`src/rtl/ctrl_pkg.sv`:
```
// ctrl_pkg: constants shared by the multi-cycle control FSM and the
// downstream ALU-control stage (state encoding, one-hot ALU classes,
// opcode map, PC-source and ALU B-operand select encodings).
package ctrl_pkg;

  localparam int unsigned OPCODE_W   = 5;
  localparam int unsigned ALU_CODE_W = 5;

  typedef enum logic [3:0] {
    ST_RST      = 4'd0,
    ST_FETCH    = 4'd1,
    ST_DECODE   = 4'd2,
    ST_EXEC_R   = 4'd3,
    ST_EXEC_I   = 4'd4,
    ST_WB_ALU   = 4'd5,
    ST_MEM_ADDR = 4'd6,
    ST_MEM_RD   = 4'd7,
    ST_MEM_WR   = 4'd8,
    ST_WB_MEM   = 4'd9,
    ST_BRANCH   = 4'd10,
    ST_JUMP     = 4'd11,
    ST_HALT     = 4'd12
  } state_e;

  // One-hot ALU classes; ALU_FUNC defers to op_code[2:0] in ALU control.
  localparam logic [ALU_CODE_W-1:0] ALU_FUNC = 5'b00001;
  localparam logic [ALU_CODE_W-1:0] ALU_ADD  = 5'b00010;
  localparam logic [ALU_CODE_W-1:0] ALU_SUB  = 5'b00100;
  localparam logic [ALU_CODE_W-1:0] ALU_PASS = 5'b01000;
  localparam logic [ALU_CODE_W-1:0] ALU_CMP  = 5'b10000;  // reserved for compare instructions

  localparam logic [OPCODE_W-1:0] OP_ADDI = 5'b01000;
  localparam logic [OPCODE_W-1:0] OP_LW   = 5'b01001;
  localparam logic [OPCODE_W-1:0] OP_SW   = 5'b01010;
  localparam logic [OPCODE_W-1:0] OP_BEQ  = 5'b01011;
  localparam logic [OPCODE_W-1:0] OP_JMP  = 5'b01100;
  localparam logic [OPCODE_W-1:0] OP_HALT = 5'b11111;

  localparam logic [1:0] PC_SRC_ALU = 2'd0;
  localparam logic [1:0] PC_SRC_BR  = 2'd1;
  localparam logic [1:0] PC_SRC_JMP = 2'd2;

  localparam logic [1:0] SRC_B_REG = 2'd0;
  localparam logic [1:0] SRC_B_ONE = 2'd1;
  localparam logic [1:0] SRC_B_IMM = 2'd2;

  // R-type occupies the whole 00xxx quadrant.
  function automatic logic op_is_rtype(input logic [OPCODE_W-1:0] op);
    return (op[4:3] == 2'b00);
  endfunction

  function automatic logic op_is_legal(input logic [OPCODE_W-1:0] op);
    logic legal;
    legal = op_is_rtype(op);
    case (op)
      OP_ADDI, OP_LW, OP_SW, OP_BEQ, OP_JMP, OP_HALT: legal = 1'b1;
      default: ;
    endcase
    return legal;
  endfunction

endpackage

```
`src/rtl/ctrl_decode.sv`:
```
// ctrl_decode: combinational state-to-control decoder for multicycle_ctrl.
// Ports: i_state (current FSM state), i_mem_ready, i_zero, i_opcode_legal
// (legality of the IR opcode, used in DECODE); o_* datapath enables,
// memory strobes, selects, one-hot ALU class, halted and illegal-op flags.
module ctrl_decode
  import ctrl_pkg::*;
(
  input  state_e                  i_state,
  input  logic                    i_mem_ready,
  input  logic                    i_zero,
  input  logic                    i_opcode_legal,
  output logic [ALU_CODE_W-1:0]   o_alu_code,
  output logic                    o_pc_write,
  output logic [1:0]              o_pc_src,
  output logic                    o_ir_write,
  output logic                    o_mem_read,
  output logic                    o_mem_write,
  output logic                    o_iord,
  output logic                    o_reg_write,
  output logic                    o_mem_to_reg,
  output logic [1:0]              o_alu_src_b,
  output logic                    o_halted,
  output logic                    o_illegal_op
);

  // Per-state control decode; everything idle with ALU_ADD by default.
  always_comb begin
    o_alu_code   = ALU_ADD;
    o_pc_write   = 1'b0;
    o_pc_src     = PC_SRC_ALU;
    o_ir_write   = 1'b0;
    o_mem_read   = 1'b0;
    o_mem_write  = 1'b0;
    o_iord       = 1'b0;
    o_reg_write  = 1'b0;
    o_mem_to_reg = 1'b0;
    o_alu_src_b  = SRC_B_REG;
    o_halted     = 1'b0;
    o_illegal_op = 1'b0;
    case (i_state)
      ST_FETCH: begin
        // Read strobe held while waiting; IR/PC load only on the ready cycle.
        o_mem_read  = 1'b1;
        o_alu_src_b = SRC_B_ONE;
        o_ir_write  = i_mem_ready;
        o_pc_write  = i_mem_ready;
      end
      ST_DECODE: begin
        o_alu_src_b  = SRC_B_IMM;
        o_illegal_op = ~i_opcode_legal;
      end
      ST_EXEC_R: begin
        o_alu_src_b = SRC_B_REG;
        o_alu_code  = ALU_FUNC;
      end
      ST_EXEC_I, ST_MEM_ADDR: begin
        o_alu_src_b = SRC_B_IMM;
      end
      ST_WB_ALU: begin
        o_reg_write = 1'b1;
      end
      ST_MEM_RD: begin
        o_mem_read = 1'b1;
        o_iord     = 1'b1;
      end
      ST_MEM_WR: begin
        o_mem_write = 1'b1;
        o_iord      = 1'b1;
      end
      ST_WB_MEM: begin
        o_reg_write  = 1'b1;
        o_mem_to_reg = 1'b1;
      end
      ST_BRANCH: begin
        o_alu_code  = ALU_SUB;
        o_alu_src_b = SRC_B_REG;
        o_pc_src    = PC_SRC_BR;
        o_pc_write  = i_zero;
      end
      ST_JUMP: begin
        o_alu_code = ALU_PASS;
        o_pc_src   = PC_SRC_JMP;
        o_pc_write = 1'b1;
      end
      ST_HALT: begin
        o_halted = 1'b1;
      end
      default: ;
    endcase
  end

endmodule

```
`src/rtl/multicycle_ctrl.sv`:
```
// multicycle_ctrl: multi-cycle main control FSM (fetch/decode/execute/
// memory/writeback) with mem_ready stall handshake.
// Ports: clk, rst (sync active-high), ir_opcode, zero, mem_ready in;
// alu_code (one-hot), op_code (latched in DECODE), pc_write, pc_src,
// ir_write, mem_read, mem_write, iord, reg_write, mem_to_reg, alu_src_b,
// halted, illegal_op out.
// Build option MULTICYCLE_CTRL_PERF_EN adds cycle_cnt / instr_cnt counters.
module multicycle_ctrl
  import ctrl_pkg::*;
#(
  parameter int unsigned OPW  = 5,
  parameter int unsigned ALUW = 5
) (
  input  logic            clk,
  input  logic            rst,
  input  logic [OPW-1:0]  ir_opcode,
  input  logic            zero,
  input  logic            mem_ready,
  output logic [ALUW-1:0] alu_code,
  output logic [OPW-1:0]  op_code,
  output logic            pc_write,
  output logic [1:0]      pc_src,
  output logic            ir_write,
  output logic            mem_read,
  output logic            mem_write,
  output logic            iord,
  output logic            reg_write,
  output logic            mem_to_reg,
  output logic [1:0]      alu_src_b,
  output logic            halted,
  output logic            illegal_op
`ifdef MULTICYCLE_CTRL_PERF_EN
  ,
  output logic [31:0]     cycle_cnt,
  output logic [31:0]     instr_cnt
`endif
);

  state_e         r_state;
  logic [OPW-1:0] r_op_code;
  logic           w_opcode_legal;

  assign w_opcode_legal = op_is_legal(ir_opcode);
  assign op_code        = r_op_code;

  // State register, next-state logic and op_code latch.
  always_ff @(posedge clk) begin
    if (rst) begin
      r_state   <= ST_RST;
      r_op_code <= '0;
    end else begin
      case (r_state)
        ST_RST:      r_state <= ST_FETCH;
        ST_FETCH:    if (mem_ready) r_state <= ST_DECODE;
        ST_DECODE: begin
          r_op_code <= ir_opcode;
          if (op_is_rtype(ir_opcode)) begin
            r_state <= ST_EXEC_R;
          end else begin
            case (ir_opcode)
              OP_ADDI:      r_state <= ST_EXEC_I;
              OP_LW, OP_SW: r_state <= ST_MEM_ADDR;
              OP_BEQ:       r_state <= ST_BRANCH;
              OP_JMP:       r_state <= ST_JUMP;
              OP_HALT:      r_state <= ST_HALT;
              default:      r_state <= ST_FETCH;  // illegal: flagged, refetch
            endcase
          end
        end
        ST_EXEC_R, ST_EXEC_I: r_state <= ST_WB_ALU;
        ST_WB_ALU:   r_state <= ST_FETCH;
        ST_MEM_ADDR: r_state <= (r_op_code == OP_LW) ? ST_MEM_RD : ST_MEM_WR;
        ST_MEM_RD:   if (mem_ready) r_state <= ST_WB_MEM;
        ST_MEM_WR:   if (mem_ready) r_state <= ST_FETCH;
        ST_WB_MEM:   r_state <= ST_FETCH;
        ST_BRANCH:   r_state <= ST_FETCH;
        ST_JUMP:     r_state <= ST_FETCH;
        ST_HALT:     r_state <= ST_HALT;
        default:     r_state <= ST_RST;
      endcase
    end
  end

  ctrl_decode u_decode (
    .i_state        (r_state),
    .i_mem_ready    (mem_ready),
    .i_zero         (zero),
    .i_opcode_legal (w_opcode_legal),
    .o_alu_code     (alu_code),
    .o_pc_write     (pc_write),
    .o_pc_src       (pc_src),
    .o_ir_write     (ir_write),
    .o_mem_read     (mem_read),
    .o_mem_write    (mem_write),
    .o_iord         (iord),
    .o_reg_write    (reg_write),
    .o_mem_to_reg   (mem_to_reg),
    .o_alu_src_b    (alu_src_b),
    .o_halted       (halted),
    .o_illegal_op   (illegal_op)
  );

`ifdef MULTICYCLE_CTRL_PERF_EN
  logic [31:0] r_cycle_cnt;
  logic [31:0] r_instr_cnt;
  logic        w_retire;

  // Terminal states whose exit completes an instruction.
  assign w_retire = (r_state == ST_WB_ALU) || (r_state == ST_WB_MEM) ||
                    (r_state == ST_BRANCH) || (r_state == ST_JUMP)   ||
                    ((r_state == ST_MEM_WR) && mem_ready);

  // Performance counters; both wrap and hold in RST/HALT.
  always_ff @(posedge clk) begin
    if (rst) begin
      r_cycle_cnt <= '0;
      r_instr_cnt <= '0;
    end else begin
      if ((r_state != ST_RST) && (r_state != ST_HALT)) begin
        r_cycle_cnt <= r_cycle_cnt + 32'd1;
      end
      if (w_retire) begin
        r_instr_cnt <= r_instr_cnt + 32'd1;
      end
    end
  end

  assign cycle_cnt = r_cycle_cnt;
  assign instr_cnt = r_instr_cnt;
`endif

endmodule

```
`config.mk`:
```
export PLATFORM = sky130hd
export DESIGN_NAME = multicycle_ctrl
export DESIGN_NICKNAME = d
export VERILOG_FILES = /design/src/rtl/ctrl_pkg.sv /design/src/rtl/ctrl_decode.sv /design/src/rtl/multicycle_ctrl.sv
export SDC_FILE = /design/constraint.sdc
export NUM_CORES = 1
export LEC_CHECK = 0
export CAP_MARGIN = 10
export CORE_MARGIN = 2
export CORE_UTILIZATION = 55
export CTS_CLUSTER_SIZE = 24
export DETAILED_ROUTE_END_ITERATION = 7
export DONT_BUFFER_PORTS = 1
export GPL_TIMING_DRIVEN = 0
export PLACE_DENSITY = 0.73
export SYNTH_ARGS = -nofsm -noshare
export SYNTH_HDL_FRONTEND = slang
export SYNTH_HIERARCHICAL = 1
export SYNTH_SLANG_ARGS = --single-unit
```
`constraint.sdc`:
```
create_clock -name clk -period 1.8 [get_ports clk]
set_clock_uncertainty 0.05 [all_clocks]
set_input_delay 0.45 -clock clk [delete_from_list [all_inputs] [get_ports clk]]
set_output_delay 0.45 -clock clk [all_outputs]
set_load 0.02 [all_outputs]
```
* Word level (Yosys, flattened, before mapping) *
Index checks and enable logic that the tools add are counted.

word-level totals
  flip-flop bits (word level) = 9
  input bits = 9
  output and inout bits = 23
  word-level logic and storage cells = 56

operators by class
  equal/unequal tests = 22
  mux-type cells = 20
  bitwise gates (word level) = 1
  reductions and logical operators = 11

operator list
  operator              number
  $pmux W4 S8           1
  $eq A5 B4 Y1 const B  6
  $eq A4 B4 Y1 const B  5
  $mux W4               5
  $pmux W4 S5           1
  $eq A4 B3 Y1 const B  4
  $pmux W4 S3           1
  $reduce_or A2 Y1      5
  $mux W1               9
  $eq A4 B2 Y1 const B  2
  $pmux W2 S2           2
  $ne A2 B2 Y1 const B  3
  $reduce_or A6 Y1      1
  $eq A5 B5 Y1 const B  1
  $reduce_or A5 Y1      1
  $eq A4 B1 Y1 const B  1
  $logic_not A4 Y1      1
  $pmux W1 S3           1
  $reduce_and A3 Y1     1
  $reduce_or A3 Y1      1
  $logic_not A2 Y1      1
  $not A1 Y1            1

* Longest topological paths before layout *
Gate-level depths: netlist (run 1).

  word-level depth = 5
  gate-level depth with buffers = 5
  gate-level depth less buffers = 4

* Modules after synthesis *
The synthesis (run 1) kept the hierarchy.

modules (own cells, without submodules)
  module           instances  cells each  area an instance (µm²)  seq. area each (µm²)
  multicycle_ctrl  1          75          625.6                   180.2
  ctrl_decode      1          34          219.0                   0.0

* Least setup slack after synthesis (run 1) *
No wires, ideal clock.

  kind = input -> output
  start point = input port ir_opcode[2]
  end point = output port illegal_op
  data arrival time = 1449 ps
  required time = 1300 ps
  path slack = -149 ps
  stages on the path = 5
  path buffers = 1
  cell sequence = clkbuf_1 -> and4_1 -> nand2_1 -> o21ai_0 -> nor4_2

between the ends
  cells in the longest elaborated chain, start to end = 5
  elaborated cells on any way between the ends = 10
  classes of those cells = eq/ne (6); mux (2); bitwise (1); reduce/logical (1)

RTL lines
  element                                       RTL line               source
  start, declared                               multicycle_ctrl.sv:16  input logic [OPW-1:0] ir_opcode,
  $eq A5 B5 Y1 or $eq A5 B4 Y1 (tied branches)  ctrl_pkg.sv:55         case (op)
  $reduce_or A6 Y1 *                            ctrl_pkg.sv:55
  $mux W1 *                                     ctrl_pkg.sv:55
  named net w_opcode_legal                      multicycle_ctrl.sv:41  logic w_opcode_legal;
  $not A1 Y1 *                                  ctrl_decode.sv:50      o_illegal_op = ~i_opcode_legal;
  $mux W1 *                                     ctrl_decode.sv:40      case (i_state)
  end, declared                                 multicycle_ctrl.sv:31  output logic illegal_op

Mark *: on every way through the listed nets, which the timed path passes. The rest lies on a longest branch.

* Worst setup path after layout (run 1) *
  start point = register r_state[1]
  end point = output port ir_write

between the ends
  cells in the longest elaborated chain, start to end = 2

RTL lines
  element                 RTL line               source
  start, declared         multicycle_ctrl.sv:39  state_e r_state;
  start signal, assigned  multicycle_ctrl.sv:72  ST_MEM_ADDR: r_state <= (r_op_code == OP_LW) ? ST_MEM_RD : ST_MEM_WR;
  $eq A4 B1 Y1            ctrl_decode.sv:40
  $mux W1                 ctrl_decode.sv:40
  end, declared           multicycle_ctrl.sv:23  output logic ir_write,

Every way passes these cells.

==> impl_metrics.ini, run 1 <==
[logic_synthesis]
ys_seq_elements = 9
synth_top_area_share = 0.2133
synth_common_cells = nor2_1, dfxtp_1, nand2_1
yosysMostFrequentCell = nor2_1
yosysSeqAreaShare = 0.2133
synth_nets = 118
yosys.area.top_type = dfxtp_1
synth.top_cells.by_area = dfxtp_1, nor2_1, mux2i_1, nand2b_1, nand2_1
synth_cell_types = 45
synth_area_per_cell_sq_um = 7.748
synthCells = 109
syn-cell-area_sq_um = 844.6
synth-edff-count = 0
async_flop_share = 0
ys.flop_type = dfxtp_1
ys_warn_count = 6

[detailed_routing]
first_pass_iters = 4
drtIter0Drc = 18
viasPerCell = 6.285
vias = 861
ant_nets = 0
drc_errors = 0
routedWlPerCell_um = 17.11
routed_wl_mm = 2.344

[setup_path]
cp.required_ps = 1300
arrival_ps = 1280
endpoint_kind = output port
cp_top_family = simple AND/OR/NAND/NOR gates
path_class = reg2out
cpPeakStageDelay_ps = 420
path_buf_inv = 0
r2r_slack_ps = 90
cp_max_fo = 10
crit_path_cell_trace = nand2b_4 -> nor4b_4
crit_slowest_cell = nor4b_4
startpoint_type = register

[floorplanning]
pin_count = 32
die_h_um = 43.19
num_rows = 14
chipWidth_um = 43.19
dieArea_sq_mm = 0.001865
fp.coreArea_sq_mm = 0.001471
initial_utilization = 0.5740

[clock_network]
clkLatencyLatePin_ps = 280
cts_buffers = 3
cts_sinks = 9
cts_tree = done
clock_tree.root_cell = clkbuf_4
path_clk_slew_ps = 70
ctsLongestPathBuffers = 2
ctsHoldBuffers = 0
ctsHtreeMaxLevel = 1

[timing]
period_share = 0.9867
min_period_ps = 1776
slew_violations = 0
fin_tns_setup_ps = 0
final-hold-violation-count = 0
setup_viol = 0
worst_slack_ps = 23.90
fmax_mhz = 563.0

[outcome]
status = finished clean

[pwr]
peakVddDrop_v = 0.0005088
power_density_mw_per_mm2 = 553.4
p_leak_nw = 0.3878

[final_layout]
area_growth_pct = 30.81
multi_input_area_sq_um = 715.7
n_antenna_cell = 0
finish.utilization = 0.7509
drive_gt1_frac = 0.4298
nets = 131
area.sequential_sq_um = 190.2
fillers = 112
stdcell_count = 137

[global_routing]
grt_pass1_wl_mm = 3.463
grt_antenna_before_repair = 0
grt_pass1_vias = 791
grt_usage = 0.2472
grt_overflow = 0
grt_max_degree = 11

[flow_run]
maxCapViolCount = 0

[place]
post-place-ws_ps = -173.1
numPortBuffers = 0
place_hpwl_mm = 1.384
place_inst = 125
globalplace.congestion = 0.9113

[hold_path]
min-delay-path-class = in2reg
-- cells by family (layout without fill, tap and decap cells) --
family	Yosys count	in the layout	share of synthesized area
AND/OR/NAND/NOR	58	58	0.4252
buffers and inverters	12	24	0.08443
AO/OA/AOI/OAI	23	23	0.2030
other	1	1	0.004440
XOR/XNOR	1	1	0.01037
multiplexers	5	5	0.05926
flip-flops	9	9	0.2133
-- timing repair --
| action | CTS | global route |
|---|---|---|
| buffers inserted | 4 | 4 |
| gates cloned | 1 | 0 |
| gates resized for setup | 17 | 26 |
| hold endpoints to repair | 0 | 0 |
| setup endpoints to repair | 15 | 16 |
| pin swaps | 2 | 6 |
-- worst register-to-register path, cell delays in order (launching register included) --
cell and delay (ps):
dfxtp_2 340, buf_4 130, buf_6 130, nor4b_4 300, o311a_1 250, a311oi_1 80, a2111oi_2 320
-- per-layer routing --
metal,vias to the layer above,wire length [um],global-route usage
met1,396,906,0.2734
li1,423,-,-
met4,0,34,0.09091
met3,6,155,0.08936
met5,-,0,0
met2,36,1249,0.4269
-- final timing paths --
path	start	endpoint	depth (start not counted)
min	ir_opcode[0]	op_code[0]	2
min reg2reg	op_code[2]	op_code[2]	2
max	r_state[1]	ir_write	2
max reg2reg	r_state[2]	r_state[3]	6
-- final cells by class --
| class | count | share of cell area |
|---|---|---|
| buffer | 9 | 0.07248 |
| tap | 16 | 0.01812 |
| clock buffer | 4 | 0.02378 |
| sequential | 9 | 0.1721 |
| timing repair buffer | 9 | 0.05889 |
| inverter | 2 | 0.006795 |
| multi-input combinational | 88 | 0.6478 |
-- power by group --
part           switching [W]  internal (W)
Clock              0.0000824     0.0000859
Combinational       0.000117     0.0000903
Sequential         0.0000255      0.000210
-- cells in the final DEF (no fill, tap or decap), types with 2 or more instances in the layout --
cell	instances
dfxtp_4	2
dfxtp_1	5
nand3_1	2
o21ai_0	2
nand2b_4	2
nor2_2	6
inv_1	2
nand2b_1	2
nor3_2	2
nor4b_4	3
nor2_1	13
mux2i_1	5
a211oi_1	3
nor2b_1	2
o2111ai_1	2
nor4_1	2
clkbuf_4	4
buf_4	9
nand2_1	7
clkbuf_1	2
dfxtp_2	2
buf_6	5
nand2b_2	2
nor4b_1	2
-- through the flow --
step	instance area, sq um	hold WS, ps	total power (W)
2_1_floorplan	848.3	540.4	0.0003699
3_3_place_gp	868.3	553.6	0.0003881
3_5_place_dp	868.3	559.2	0.0003909
4_1_cts	998.5	276.7	0.0005783
5_1_grt	1105	288.6	0.0006358
6_report	1105	268.0	0.0006114
-- state kept, by name (all words and copies together), names as in the netlist --
signal / flops
op_code: 5
r_state: 4
No activity file was read; power rests on OpenSTA's default activity.
==> run 2, diff against run 1 <==
--- a/config.mk
+++ b/config.mk
@@ -13,6 +13,7 @@
 export DONT_BUFFER_PORTS = 1
 export GPL_TIMING_DRIVEN = 0
 export PLACE_DENSITY = 0.73
+export REMOVE_ABC_BUFFERS = 1
 export SYNTH_ARGS = -nofsm -noshare
 export SYNTH_HDL_FRONTEND = slang
 export SYNTH_HIERARCHICAL = 1
==> run 2 against run 1 <==
Global-route usage down 3.0 points. Register-to-register slack better by 20 ps. Largest power group unchanged. Largest cell class unchanged. Cell area down 6.1%. Sequential power up 2%. Combinational power down 15%. Hold slack worse by 67 ps.
==> impl_metrics.ini, run 2 (synthesis gave the netlist of run 1 again) <==
[outcome]
status = finished clean

[setup_path]
r2r_cells = 4
startpoint_type = primary input
r2r-end = r_state[2]
crit_path_cell_trace = and4_2 -> nand2_1 -> o21ai_2 -> nor4_4
startpoint = ir_opcode[4]
cp.required_ps = 1300
cp_max_fo = 8
endpoint_kind = output port
path_class = in2out
crit_slowest_cell = nor4_4
r2r_slack_ps = 110
arrival_ps = 1270
regToRegStartpoint = op_code[0]
cpPeakStageDelay_ps = 410
worstSetupEndpoint = illegal_op

[hold_path]
min-delay-path-class = in2reg
worstHoldPathCells = 1

[place]
numPortBuffers = 0
globalplace.congestion = 0.9087
place_hpwl_mm = 1.203

[floorplanning]
die_h_um = 43.19
initial_utilization = 0.5740
num_rows = 14
chipWidth_um = 43.19
dieArea_sq_mm = 0.001865
pin_count = 32
fp.coreArea_sq_mm = 0.001471

[timing]
setup_viol = 0
fmax_mhz = 566.1
final-hold-violation-count = 0
min_period_ps = 1767
holdWs_ps = 201.0
grt_setup_unrepaired = true
period_share = 0.9814
slew_violations = 0

[detailed_routing]
routed_wl_mm = 2.206
drc_errors = 0
viasPerCell = 6.633
drtIter0Drc = 39
vias = 849
ant_nets = 0
routedWlPerCell_um = 17.23
first_pass_iters = 4

[global_routing]
grt_usage = 0.2167
grt_overflow = 0
grt_antenna_before_repair = 0
grt_max_degree = 22
grt_pass1_vias = 705
grt_pass1_wl_mm = 3.132

[final_layout]
finish.utilization = 0.7049
layout_common_cells = nor2_1, buf_4, nand2_1, mux2i_1, dfxtp_1
layout.cells.most_common = nor2_1
drive_gt1_frac = 0.3839
largest_reg_flops = 5
nets = 122
n_antenna_cell = 0
area_growth_pct = 22.81

[clock_network]
cts_sinks = 9
path_clk_slew_ps = 70
ctsLongestPathBuffers = 2
clkLatencyLatePin_ps = 260
ctsHtreeMaxLevel = 1
clock_tree.root_cell = clkbuf_4
cts_buffers = 3
cts_tree = done

[flow_run]
maxCapViolCount = 0

[pwr]
p_leak_nw = 0.3405
power_density_mw_per_mm2 = 558.8
peakVddDrop_v = 0.0004187
-- run 2: changes by cell type in the layout (fill, tap and decap cells not counted), moves of 2 or more --
| cell | change |
|---|---|
| buf_6 | -5 |
| nor2_2 | -2 |
| nor2_4 | +2 |
| dfxtp_2 | -2 |
| dfxtp_4 | +2 |
-- run 2: through the flow --
| stage | std cells | setup WS (ps) | TNS (ps) | area [sq um] | power (W) |
|---|---|---|---|---|---|
| after floorplan | 99 | -71.35 | -144.6 | 780.7 | 0.0003515 |
| after global placement | 115 | -249.5 | -2096 | 800.8 | 0.0003667 |
| after detailed placement | 115 | -257.5 | -2270 | 800.8 | 0.0003708 |
| after CTS | 120 | -67.28 | -95.12 | 933.4 | 0.0005532 |
| after global routing | 128 | -50.18 | -63.29 | 1037 | 0.0006126 |
| final | 128 | 33.41 | 0 | 1037 | 0.0005796 |
-- run 2: what timing repair did --
action,CTS,global route
buffers inserted,1,8
hold buffers,0,0
setup endpoints to repair,18,15
gates resized for setup,27,12
pin swaps,2,3
-- run 2: report_power, final --
| group | total [W] | switching, W | leakage [nW] | internal [W] |
|---|---|---|---|---|
| Combinational | 0.000176 | 0.000100 | 0.250 | 0.0000762 |
| Sequential | 0.000241 | 0.0000330 | 0.0760 | 0.000208 |
| Clock | 0.000163 | 0.0000772 | 0.0150 | 0.0000855 |
-- run 2: worst max-delay path: cells and delay by family --
kind,cells,cell delay (ps)
and+or+nand+nor,3,740
AOI/OAI and AO/OA,1,70
-- run 2: metal layers --
metal,GRT usage,share of wire
met1,0.2839,0.40
met2,0.3403,0.50
met3,0.06383,0.084
met4,0.06667,0.017
met5,0,0
-- run 2: worst min path at each step --
stage,startpoint,end
after floorplan,rst,r_state[2]
after global placement,rst,op_code[2]
after detailed placement,rst,r_state[2]
after CTS,rst,r_state[2]
after global routing,rst,op_code[0]
final,rst,op_code[4]
-- run 2: cell type report --
type,instances,area [sq um]
Sequential cell,9,195.2
Timing Repair Buffer,9,67.56
Inverter,2,7.507
Clock buffer,4,26.28
Multi-Input combinational cell,88,720.7
Tap cell,16,20.02
Fill cell,113,434.2
